File: config.mk
export PLATFORM = sky130hd
export DESIGN_NAME = rggen_register_request_bridge
export DESIGN_NICKNAME = d
export VERILOG_FILES = /design/src/rtl/rggen_register_request_bridge.sv
export SDC_FILE = /design/constraint.sdc
export NUM_CORES = 1
export LEC_CHECK = 0
export ABC_AREA = 1
export CORE_ASPECT_RATIO = 1.2
export CORE_UTILIZATION = 35
export CTS_CLUSTER_SIZE = 40
export DETAILED_ROUTE_END_ITERATION = 8
export PLACE_DENSITY = 0.79
export SLEW_MARGIN = 20
export SYNTH_ARGS = -nofsm -noshare
export SYNTH_HDL_FRONTEND = slang
export SYNTH_SLANG_ARGS = --single-unit
File: constraint.sdc
create_clock -name i_clk -period 1.4 [get_ports i_clk]
set_clock_uncertainty 0.15 [all_clocks]
set_input_delay 0.21 -clock i_clk [delete_from_list [all_inputs] [get_ports i_clk]]
set_output_delay 0.21 -clock i_clk [all_outputs]
set_load 0.02 [all_outputs]
File: src/rtl/rggen_register_request_bridge.sv
// rggen_register_request_bridge
//   Front end of a register block. It accepts one host request at a time,
//   broadcasts it to every register instance, gathers their replies and
//   holds a single registered response until the host takes it.
//   Out-of-window addresses, unmapped addresses and stalled registers are
//   all answered with error responses, so the host can never hang.
//
// Ports
//   i_clk, i_rst          clock, synchronous active-high reset
//   i_req_*/o_req_ready   host request channel (valid/ready)
//   o_rsp_*/i_rsp_ready   host response channel (valid/ready)
//   o_reg_*               latched command broadcast to the registers
//   i_reg_*               per-register active/ready/status/read_data
//
// Sub-module rggen_register_request_bridge_lane masks one register's reply
// by its active bit; the top OR-reduces the lanes.

module rggen_register_request_bridge_lane #(
  parameter int BUS_WIDTH = 32
)(
  input  logic                 active,
  input  logic                 ready,
  input  logic [1:0]           status,
  input  logic [BUS_WIDTH-1:0] read_data,
  output logic                 hit,
  output logic [1:0]           status_m,
  output logic [BUS_WIDTH-1:0] read_data_m
);
  assign hit         = active & ready;
  assign status_m    = active ? status    : '0;
  assign read_data_m = active ? read_data : '0;
endmodule

module rggen_register_request_bridge #(
  parameter int                       ADDRESS_WIDTH       = 16,
  parameter int                       LOCAL_ADDRESS_WIDTH = 8,
  parameter int                       BUS_WIDTH           = 32,
  parameter int                       REGISTERS           = 1,
  parameter logic [ADDRESS_WIDTH-1:0] BASE_ADDRESS        = '0,
  parameter int                       BYTE_SIZE           = 256,
  parameter logic [BUS_WIDTH-1:0]     DEFAULT_READ_DATA   = '0,
  parameter int                       TIMEOUT_CYCLES      = 0
)(
  input  logic                             i_clk,
  input  logic                             i_rst,
  input  logic                             i_req_valid,
  output logic                             o_req_ready,
  input  logic [1:0]                       i_req_access,
  input  logic [ADDRESS_WIDTH-1:0]         i_req_address,
  input  logic [BUS_WIDTH-1:0]             i_req_write_data,
  input  logic [BUS_WIDTH/8-1:0]           i_req_strobe,
  output logic                             o_rsp_valid,
  input  logic                             i_rsp_ready,
  output logic [1:0]                       o_rsp_status,
  output logic [BUS_WIDTH-1:0]             o_rsp_read_data,
  output logic                             o_reg_valid,
  output logic [1:0]                       o_reg_access,
  output logic [LOCAL_ADDRESS_WIDTH-1:0]   o_reg_address,
  output logic [BUS_WIDTH-1:0]             o_reg_write_data,
  output logic [BUS_WIDTH/8-1:0]           o_reg_strobe,
  input  logic [REGISTERS-1:0]             i_reg_active,
  input  logic [REGISTERS-1:0]             i_reg_ready,
  input  logic [2*REGISTERS-1:0]           i_reg_status,
  input  logic [BUS_WIDTH*REGISTERS-1:0]   i_reg_read_data
);
  localparam int RGGEN_ACCESS_DATA_BIT = 1;
  localparam logic [1:0] ST_OKAY         = 2'b00;
  localparam logic [1:0] ST_SLAVE_ERROR  = 2'b10;
  localparam logic [1:0] ST_DECODE_ERROR = 2'b11;

  localparam int LSB   = $clog2(BUS_WIDTH / 8);
  localparam int CNT_W = (TIMEOUT_CYCLES > 1) ? $clog2(TIMEOUT_CYCLES) : 1;
  localparam logic [LOCAL_ADDRESS_WIDTH-1:0] ADDR_MASK =
    ~LOCAL_ADDRESS_WIDTH'((1 << LSB) - 1);
  // One extra bit so a window ending at the top of the space cannot wrap.
  localparam logic [ADDRESS_WIDTH:0] WIN_START = {1'b0, BASE_ADDRESS};
  localparam logic [ADDRESS_WIDTH:0] WIN_END   =
    WIN_START + (ADDRESS_WIDTH+1)'(BYTE_SIZE);

  typedef enum logic [1:0] {IDLE, BUSY, RESPOND} state_e;
  state_e state, state_nxt;

  logic [CNT_W-1:0] timer;
  logic             in_range, timeout, any_active, any_hit;
  logic [LOCAL_ADDRESS_WIDTH-1:0] req_local;
  logic [ADDRESS_WIDTH:0]         addr_ext;

  logic [REGISTERS-1:0]                lane_hit;
  logic [REGISTERS-1:0][1:0]           lane_status;
  logic [REGISTERS-1:0][BUS_WIDTH-1:0] lane_data;
  logic [1:0]                          sum_status;
  logic [BUS_WIDTH-1:0]                sum_data;

  assign addr_ext  = {1'b0, i_req_address};
  assign in_range  = (addr_ext >= WIN_START) && (addr_ext < WIN_END);
  assign req_local = LOCAL_ADDRESS_WIDTH'(i_req_address - BASE_ADDRESS) & ADDR_MASK;
  assign timeout   = (TIMEOUT_CYCLES != 0) && (timer == CNT_W'(TIMEOUT_CYCLES - 1));

  for (genvar g = 0; g < REGISTERS; g++) begin : g_lane
    rggen_register_request_bridge_lane #(.BUS_WIDTH(BUS_WIDTH)) u_lane (
      .active      (i_reg_active[g]),
      .ready       (i_reg_ready[g]),
      .status      (i_reg_status[2*g+:2]),
      .read_data   (i_reg_read_data[BUS_WIDTH*g+:BUS_WIDTH]),
      .hit         (lane_hit[g]),
      .status_m    (lane_status[g]),
      .read_data_m (lane_data[g])
    );
  end

  // Only one active lane is legal; OR keeps a single-driver merge either way.
  always_comb begin
    any_active = |i_reg_active;
    any_hit    = |lane_hit;
    sum_status = '0;
    sum_data   = '0;
    for (int k = 0; k < REGISTERS; k++) begin
      sum_status = sum_status | lane_status[k];
      sum_data   = sum_data   | lane_data[k];
    end
  end

  // state register
  always_ff @(posedge i_clk) begin
    if (i_rst) state <= IDLE;
    else       state <= state_nxt;
  end

  // next state
  always_comb begin
    state_nxt = state;
    case (state)
      IDLE:    if (i_req_valid) state_nxt = in_range ? BUSY : RESPOND;
      BUSY:    if (!any_active || any_hit || timeout) state_nxt = RESPOND;
      RESPOND: if (i_rsp_ready) state_nxt = IDLE;
      default: state_nxt = IDLE;
    endcase
  end

  // outputs
  always_comb begin
    o_req_ready = (state == IDLE);
    o_reg_valid = (state == BUSY);
    o_rsp_valid = (state == RESPOND);
  end

  // command latch, response capture, timeout counter
  always_ff @(posedge i_clk) begin
    if (i_rst) begin
      o_reg_access     <= '0;
      o_reg_address    <= '0;
      o_reg_write_data <= '0;
      o_reg_strobe     <= '0;
      o_rsp_status     <= ST_OKAY;
      o_rsp_read_data  <= '0;
      timer            <= '0;
    end else begin
      case (state)
        IDLE: if (i_req_valid) begin
          o_reg_access  <= i_req_access;
          o_reg_address <= req_local;
          if (i_req_access[RGGEN_ACCESS_DATA_BIT]) begin
            o_reg_write_data <= i_req_write_data;
            o_reg_strobe     <= i_req_strobe;
          end else begin
            o_reg_write_data <= '0;
            o_reg_strobe     <= '1;
          end
          if (!in_range) begin
            o_rsp_status    <= ST_DECODE_ERROR;
            o_rsp_read_data <= DEFAULT_READ_DATA;
          end
        end
        BUSY: begin
          if (!any_active) begin
            o_rsp_status    <= ST_DECODE_ERROR;
            o_rsp_read_data <= DEFAULT_READ_DATA;
          end else if (any_hit) begin
            o_rsp_status    <= sum_status;
            o_rsp_read_data <= o_reg_access[RGGEN_ACCESS_DATA_BIT] ? '0 : sum_data;
          end else if (timeout) begin
            o_rsp_status    <= ST_SLAVE_ERROR;
            o_rsp_read_data <= DEFAULT_READ_DATA;
          end else begin
            timer <= timer + 1'b1;
          end
        end
        RESPOND: if (i_rsp_ready) timer <= '0;
        default: ;
      endcase
    end
  end

`ifdef RGGEN_ENABLE_SVA
  ap_single_active: assert property (@(posedge i_clk) disable iff (i_rst)
    o_reg_valid |-> $onehot0(i_reg_active));
`endif

endmodule

## After elaboration in Yosys (flattened, before gate mapping)

Cells that the tools add are included.

- Equal/unequal tests: 7
- Bitwise gates (word level): 1
- Mux-type cells: 18
- Order comparisons: 2
- Reduce and logical (&&, ||, !) cells: 8

Operators by type and width:

| operator | count |
|---|---|
| $mux 32 | 6 |
| $pmux 32 s2 | 1 |
| $ge 16x1->1 const B | 1 |
| $lt 16x9->1 const B | 1 |
| $mux 2 | 8 |
| $pmux 2 s3 | 1 |
| $mux 4 | 1 |
| $ne 2x1->1 const B | 2 |
| $ne 2x2->1 const B | 2 |
| $pmux 2 s2 | 1 |
| $reduce_and 4->1 | 1 |
| $ne 3x2->1 const B | 1 |
| $reduce_and 3->1 | 1 |
| $eq 2x1->1 const B | 1 |
| $eq 2x2->1 const B | 1 |
| $logic_not 2->1 | 1 |
| $reduce_and 2->1 | 1 |
| $reduce_bool 2->1 | 1 |
| $and 1x1->1 | 1 |
| $logic_and 1x1->1 | 1 |
| $logic_not 1->1 | 1 |
| $logic_or 1x1->1 | 1 |

- Output and inout port bits: 83
- Flip-flop bits (word level): 80

## Depth between registers and ports, before layout

Gate-level depths: netlist of the first run.

- Depth in word-level cells: 5
- Depth in mapped cells: 9
- Depth with buffers taken out: 8

## Modules after synthesis

A second synthesis of the first run with hierarchy kept.

- Cell total of the unflattened synthesis: 546
- Area total of the unflattened synthesis: 3,686.0 µm²

Modules (own cells, without submodules):

| module | cells an instance | instances | area each (µm²) |
|---|---|---|---|
| rggen_register_request_bridge | 472 | 1 | 3,382.0 |
| rggen_register_request_bridge_lane | 74 | 1 | 304.0 |

## Worst setup path after synthesis of the first run

OpenSTA, ideal clock, no wires.

- Path type: flip-flop to flip-flop
- Start point: reg state[1]
- End point: reg o_rsp_read_data[11]
- Arrival time: 1.318 ns
- Slack: -0.182 ns
- Required time: 1.136 ns
- Stages on the path, launching flop included: 8
- Period minus slack after synthesis: 1.582 ns
- Path buffers: 1
- Path through: dfxtp_1 -> nor2_2 -> nand3_1 -> nor2_1 -> nor2_4 -> buf_6 -> nor2_1 -> nor2_2

- Word-level cells in the longest chain between the ends: 3

Ends and longest elaborated chain:

| element | RTL line | source |
|---|---|---|
| from (decl) | 81 | `state_e state, state_nxt;` |
| from (signal assigned) | 126 | `else state <= state_nxt;` |
| $logic_not 2->1 (*) | - |  |
| named net o_req_ready | 47 | `output logic o_req_ready,` |
| $ne 2x2->1 (no source line) or $reduce_bool 2->1 (tied branches) | - |  |
| $reduce_and 4->1 (no source line) | - |  |
| to (signal assigned) | 180 | `o_rsp_read_data <= o_reg_access[RGGEN_ACCESS_DATA_BIT] ? '0 : sum_data;` |
| to (decl) | 55 | `output logic [BUS_WIDTH-1:0] o_rsp_read_data,` |

The timed path passes the listed nets; every way through them passes the cells marked *.
A chain may end at the register's enable or synchronous reset.

## Worst setup path after layout of the first run

- Start point: reg state[0]
- End point: reg o_rsp_read_data[17]

- Word-level cells in the longest chain between the ends: 3

Ends and longest elaborated chain:

| element | RTL line | source |
|---|---|---|
| $eq 2x1->1 or $logic_not 2->1 (tied branches) | 158 | `case (state)` |
| $ne 3x2->1 (no source line), or another cell as far along | - |  |
| $reduce_and 4->1 (no source line) | - |  |

Parallel ways exist; a longest one is shown, timed or not.

==> results of run 1 <==
## cells by family (layout without fill, tap and decap cells)
logic type / Yosys count / after routing / share of synthesized area
buffers and inverters: 44 / 264 / 0.0750
other: 1 / 2 / 0.00114
AOI/OAI and AO/OA: 46 / 46 / 0.0705
DFF: 80 / 80 / 0.485
and+or+nand+nor: 285 / 285 / 0.369
## cell usage in the layout (no fill, tap or decap), types with 2 or more instances in the layout
cell	count
dfxtp_2	11
inv_4	3
nand3_4	2
o21ai_1	5
clkbuf_2	36
conb_1	2
dfxtp_4	2
clkbuf_8	9
nand3_2	31
clkdlybuf4s15_2	22
a21oi_1	21
clkdlybuf4s50_1	91
nor2_4	29
clkdlybuf4s15_1	8
inv_1	4
buf_2	11
nand3_1	36
nor3_1	2
a21oi_2	13
nor2_2	18
buf_12	11
clkinv_2	4
buf_8	10
nand2_2	30
buf_6	18
nor2_1	58
o21ai_0	6
buf_4	20
buf_16	5
nand2_4	13
inv_6	2
dfxtp_1	67
clkbuf_16	6
nand2_1	65
## power breakdown
part | internal (W) | total, W | switching, W
Sequential | 0.00245 | 0.00258 | 0.000134
Combinational | 0.000973 | 0.00196 | 0.000990
Clock | 0.000629 | 0.00148 | 0.000853
## per-layer routing
| layer | routed length [um] | up-vias | track usage |
|---|---|---|---|
| li1 | - | 1892 | - |
| met1 | 4780 | 1883 | 0.248 |
| met2 | 7120 | 221 | 0.471 |
| met3 | 1200 | 44 | 0.0865 |
| met4 | 517 | 0 | 0.101 |
| met5 | 0 | - | 0 |
## critical path: cells and delay by family, from the launching register on
family / cells / cell delay, ns
AND/OR/NAND/NOR: 6 / 0.65
flip-flops: 1 / 0.37
buffers and inverters: 3 / 0.40
## synth_stat cells
library cell  number  area, um2
nand3_2            1       10.0
nor2_1            94        353
clkbuf_1           8       30.0
nand2_1          105        394
conb_1             1       3.75
buf_4              5       37.5
inv_1              6       22.5
nand2_2            3       18.8
nor2_4             3       33.8
o21a_1             1       7.51
nor2_2             8       50.1
inv_2              3       11.3
clkinv_1           1       3.75
dfxtp_1           80       1600
a21oi_1           34        170
nor3_1             2       10.0
nand3_1           68        340
o21ai_0           11       55.1
buf_6              6       67.6
buf_2             15       75.1
nand3b_1           1       7.51
## sequential cells by signal, indices dropped and copies added, names as in the netlist
| register | flops |
|---|---|
| o_reg_strobe | 4 |
| state | 2 |
| o_reg_access | 2 |
| o_reg_write_data | 32 |
| o_rsp_read_data | 32 |
| o_rsp_status | 2 |
| o_reg_address | 6 |
## layout make-up
cell class                 count  area, um2
timing repair buffer         239       2490
clock inverter                 6       35.0
inverter                      10       63.8
fill                         632       2520
tap                          120        150
clock buffer                   9        124
multi-input combinational    333       2070
sequential                    80       1620
## through the flow
stage / std cells / setup TNS (ns) / utilization / power, W
floorplan: 457 / -1.28 / - / 0.00330
global placement: 744 / -19.66 / 0.590 / 0.00405
detailed placement: 744 / -21.47 / 0.590 / 0.00408
CTS: 787 / -9.45 / 0.704 / 0.00592
global route: 797 / -17.04 / 0.722 / 0.00630
finish: 797 / -12.26 / 0.722 / 0.00603
## how the worst max path moves through the flow
stage | start | end | cells after the start
after global routing | state[0] | o_rsp_read_data[28] | 9
after floorplan | state[1] | o_rsp_read_data[10] | 8
after detailed placement | i_req_valid | o_rsp_read_data[4] | 8
after global placement | i_req_valid | o_rsp_read_data[31] | 8
final | state[0] | o_rsp_read_data[17] | 9
after CTS | state[0] | o_reg_write_data[9] | 8
## what timing repair did
action                                  CTS  global route
resized for setup                       327           151
endpoints found under the setup margin  159           138
gates cloned                             12             8
pin swaps                                26            36
buffers inserted                         16             9
==> reports/results.ini, run 1 <==
[sta]
hold_viol_final=0
fmax_mhz=618
slew_violations=0
holdWs_ns=0.269
min_period_over_period=1.16
finalSetupViolations=83
period_minus_slack_ns=1.62
rsz0062_at_grt=true
finalWorstSetupSlack_ns=-0.219

[setup_path]
r2r_end=o_rsp_read_data[17]
endpoint_kind=register
crit_fanout=6
crit_chain=inv_4 > nor2_4 > nand2_2 > nand3_2 > nor2_4 > buf_6 > buf_12 > nor2_2 > nor2_1
crit_type=register to register
arrival_ns=1.76
critPathLaunchType=register
timing.rr.start=state[0]
crit_required_ns=1.54
rrSetupSlack_ns=-0.22
r2r_cells=9
crit_path_top_delay_cell=dfxtp_4
slowest_delay_ns=0.37
crit_top_cell=nor2_4

[min_path]
hold_class=input pin to register
hold_start=i_req_write_data[3]
hold_depth=3
min_to=o_reg_write_data[3]

[logic_synthesis]
ys_types=21
avgSynthCellArea_um2=7.24
yosys_warnings=0
yosysSeqAreaShare=0.485
synth_area_um2=3300
ys_ff_latch=80
synthCells=456

[clock_network]
tritoncts=built
cts.htree.levels=3
cts_made_buffers=9
clkSinkCount=80
hold_buffers=0
cts_root_buf=clkbuf_8
clkTransAtPathRegs_ns=0.08
clk-insertion-delay-late_ns=0.35
cts_max_path_buffers=2

[drt]
postRouteWirelength_um=13600
vias=4040
drt_iter0_drc=207
vias_per_cell=5.07
antenna_left=0
wire_per_inst_um=17.1
first_pass_iters=4
drc=0

[grt]
antenna_found_initial=0
grt.total_usage=0.249
grt_pass1_wl_um=19200
grt_max_degree=36
grt-ovfl-total=0
first_global_vias=3968

[placed_design]
place_area_um2=5360
portBuffers=172
pre_cts_ws_ns=-0.331
place.gp.congestion=0.776
hpwl_um=7180

[final_layout]
fin_nets=767
num_antenna_cells=0
stdcell_area_um2=6560
drive_gt1_frac=0.455
area_growth_pct=98.5

[die]
dieHeight_um=108
fp.dieArea_um2=9830
start_util=0.364
row_count=38
ioPinCount=177
core_um2=9080
fp.dieW_um=90.7

[pwr]
p_leak_nw=2.82
power_density_nw_per_um2=919
ir_drop_v=0.000642

[outcome]
status=finished, violations left
violations=negative setup slack

[flow_run]
max_cap_violations=0

Power figures use the tool's default switching activity.
==> run 2, diff against run 1 <==
- CORE_MARGIN: not set -> 4
- CTS_BUF_LIST: not set -> sky130_fd_sc_hd__clkbuf_8
==> run 2 against run 1 <==
Against the previous run: the flow still finishes with violations (negative setup slack); fmax is 3.6% lower; sequential power hardly changed; die area increased by 13%; wire length grew 16%; worst hold slack better by 0.0036 ns; combinational power up 9%; utilization rose by 3.2 points.
==> reports/results.ini, run 2 (synthesis gave the netlist of run 1 again) <==
[outcome]
status=finished, violations left
violations=negative setup slack

[sta]
slew_headroom=0.621
max_slew.worst_pin.slew_ns=0.569
fmax_mhz=596
finalSetupViolations=84
rsz0062_at_grt=true
min_period_over_period=1.20
hold_viol_final=0
holdWs_ns=0.273
slew_violations=0
period_minus_slack_ns=1.68
setup_tns_ns=-13.71
finalWorstSetupSlack_ns=-0.278

[pwr]
power_density_nw_per_um2=959
p_leak_nw=2.95
ir_drop_v=0.000856

[drt]
vias=4236
vias_per_cell=5.30
first_pass_iters=4
drc=0
drt_iter0_drc=156
postRouteWirelength_um=15700
antenna_left=0
wire_per_inst_um=19.7

[final_layout]
fin_nets=769
drive_gt1_frac=0.499
area_growth_pct=108
post-route-util=0.754
multi_input_area_um2=2340
nFillCells=583
layout_top_registers=o_reg_write_data: 32 flops, o_rsp_read_data: 32 flops, o_reg_address: 6 flops
num_antenna_cells=0
layout_commonest_cell=clkdlybuf4s50_1
stdcell_area_um2=6890
final_cell_mix=91 x clkdlybuf4s50_1, 79 x nand2_1, 76 x dfxtp_1
register_area_um2=1610

[clock_network]
cts.htree.levels=3
cts_root_buf=clkbuf_8
clkTransAtPathRegs_ns=0.08
tritoncts=built
clk-insertion-delay-late_ns=0.37
cts_made_buffers=9
clkSinkCount=80
cts_max_path_buffers=2

[setup_path]
r2r_end=o_rsp_read_data[18]
r2r_cells=9
crit_fanout=6
crit_required_ns=1.55
crit_chain=nor2_4 > buf_6 > nand2_4 > nand3_4 > nor2_4 > buf_12 > clkbuf_16 > nor2_2 > nor2_1
rrSetupSlack_ns=-0.28
crit_path_top_delay_cell=dfxtp_4
crit_type=register to register
critPathBufInv=3
critPathLaunchType=register
crit_top_cell=nor2_4
timing.rr.start=state[0]
arrival_ns=1.83
slowest_delay_ns=0.40
endpoint_kind=register
cp.depth=9
crit_family=simple AND/OR/NAND/NOR gates
crit_start=state[0]
endpoint=o_rsp_read_data[18]

[placed_design]
place_area_um2=5350
portBuffers=172
hpwl_um=7650
place.gp.congestion=0.829

[min_path]
hold_depth=3
hold_start=i_req_write_data[24]
hold_class=input pin to register

[flow_run]
max_cap_violations=0

[die]
start_util=0.362
row_count=38
ioPinCount=177
fp.dieW_um=96.7
core_um2=9130
fp.dieArea_um2=11100
dieHeight_um=114

[grt]
grt_pass1_wl_um=21700
grt_max_degree=36
grt-ovfl-total=0
grt.total_usage=0.246
antenna_found_initial=0
first_global_vias=4403

run 2: power by group:
part	switching [W]	leakage [nW]	internal, W
Combinational	0.00109	2.18	0.00105
Clock	0.000874	0.112	0.000991
Sequential	0.000154	0.659	0.00244
run 2: routing by layer:
metal  routed length (um)  track usage  up-vias
met2                 8210        0.456      249
met5                    0            0        -
met3                 1560       0.0890       57
met1                 5280        0.244     2021
li1                     -            -     1909
met4                  700        0.115        0
run 2: area by class of cell:
| class | count | area share |
|---|---|---|
| Inverter | 10 | 0.00818 |
| Clock buffer | 9 | 0.0180 |
| Tap cell | 120 | 0.0218 |
| Multi-Input combinational cell | 333 | 0.340 |
| Timing Repair Buffer | 241 | 0.365 |
| Clock inverter | 7 | 0.0129 |
| Sequential cell | 80 | 0.234 |
run 2: how the worst min path moves through the flow:
stage	slack [ns]	endpoint
2_1_floorplan	0.19	o_reg_address[2]
3_3_place_gp	0.30	o_reg_write_data[8]
3_5_place_dp	0.31	o_reg_write_data[4]
4_1_cts	0.25	o_reg_write_data[10]
5_1_grt	0.27	o_reg_write_data[0]
6_report	0.27	o_reg_write_data[24]
run 2: worst register-to-register path, stage by stage (launching register included):
cell and delay (ns):
dfxtp_4 0.40, nor2_4 0.06, buf_6 0.12, nand2_4 0.08, nand3_4 0.08, nor2_4 0.24, buf_12 0.16, clkbuf_16 0.16
nor2_2 0.04, nor2_1 0.12
run 2: repair_timing:
action,4_1_cts,5_1_grt
setup buffers,22,8
pin swaps,41,41
gates resized for setup,345,191
setup endpoints to repair,160,129
hold buffers,0,0
gates cloned,16,7
run 2: metrics by stage:
step | instances | worst slack, ns | total power (W)
final | 800 | -0.278 | 0.00660
after global routing | 800 | -0.335 | 0.00684
after CTS | 796 | -0.202 | 0.00641
after detailed placement | 742 | -0.323 | 0.00409
after global placement | 742 | -0.275 | 0.00405
after floorplan | 457 | -0.0206 | 0.00330
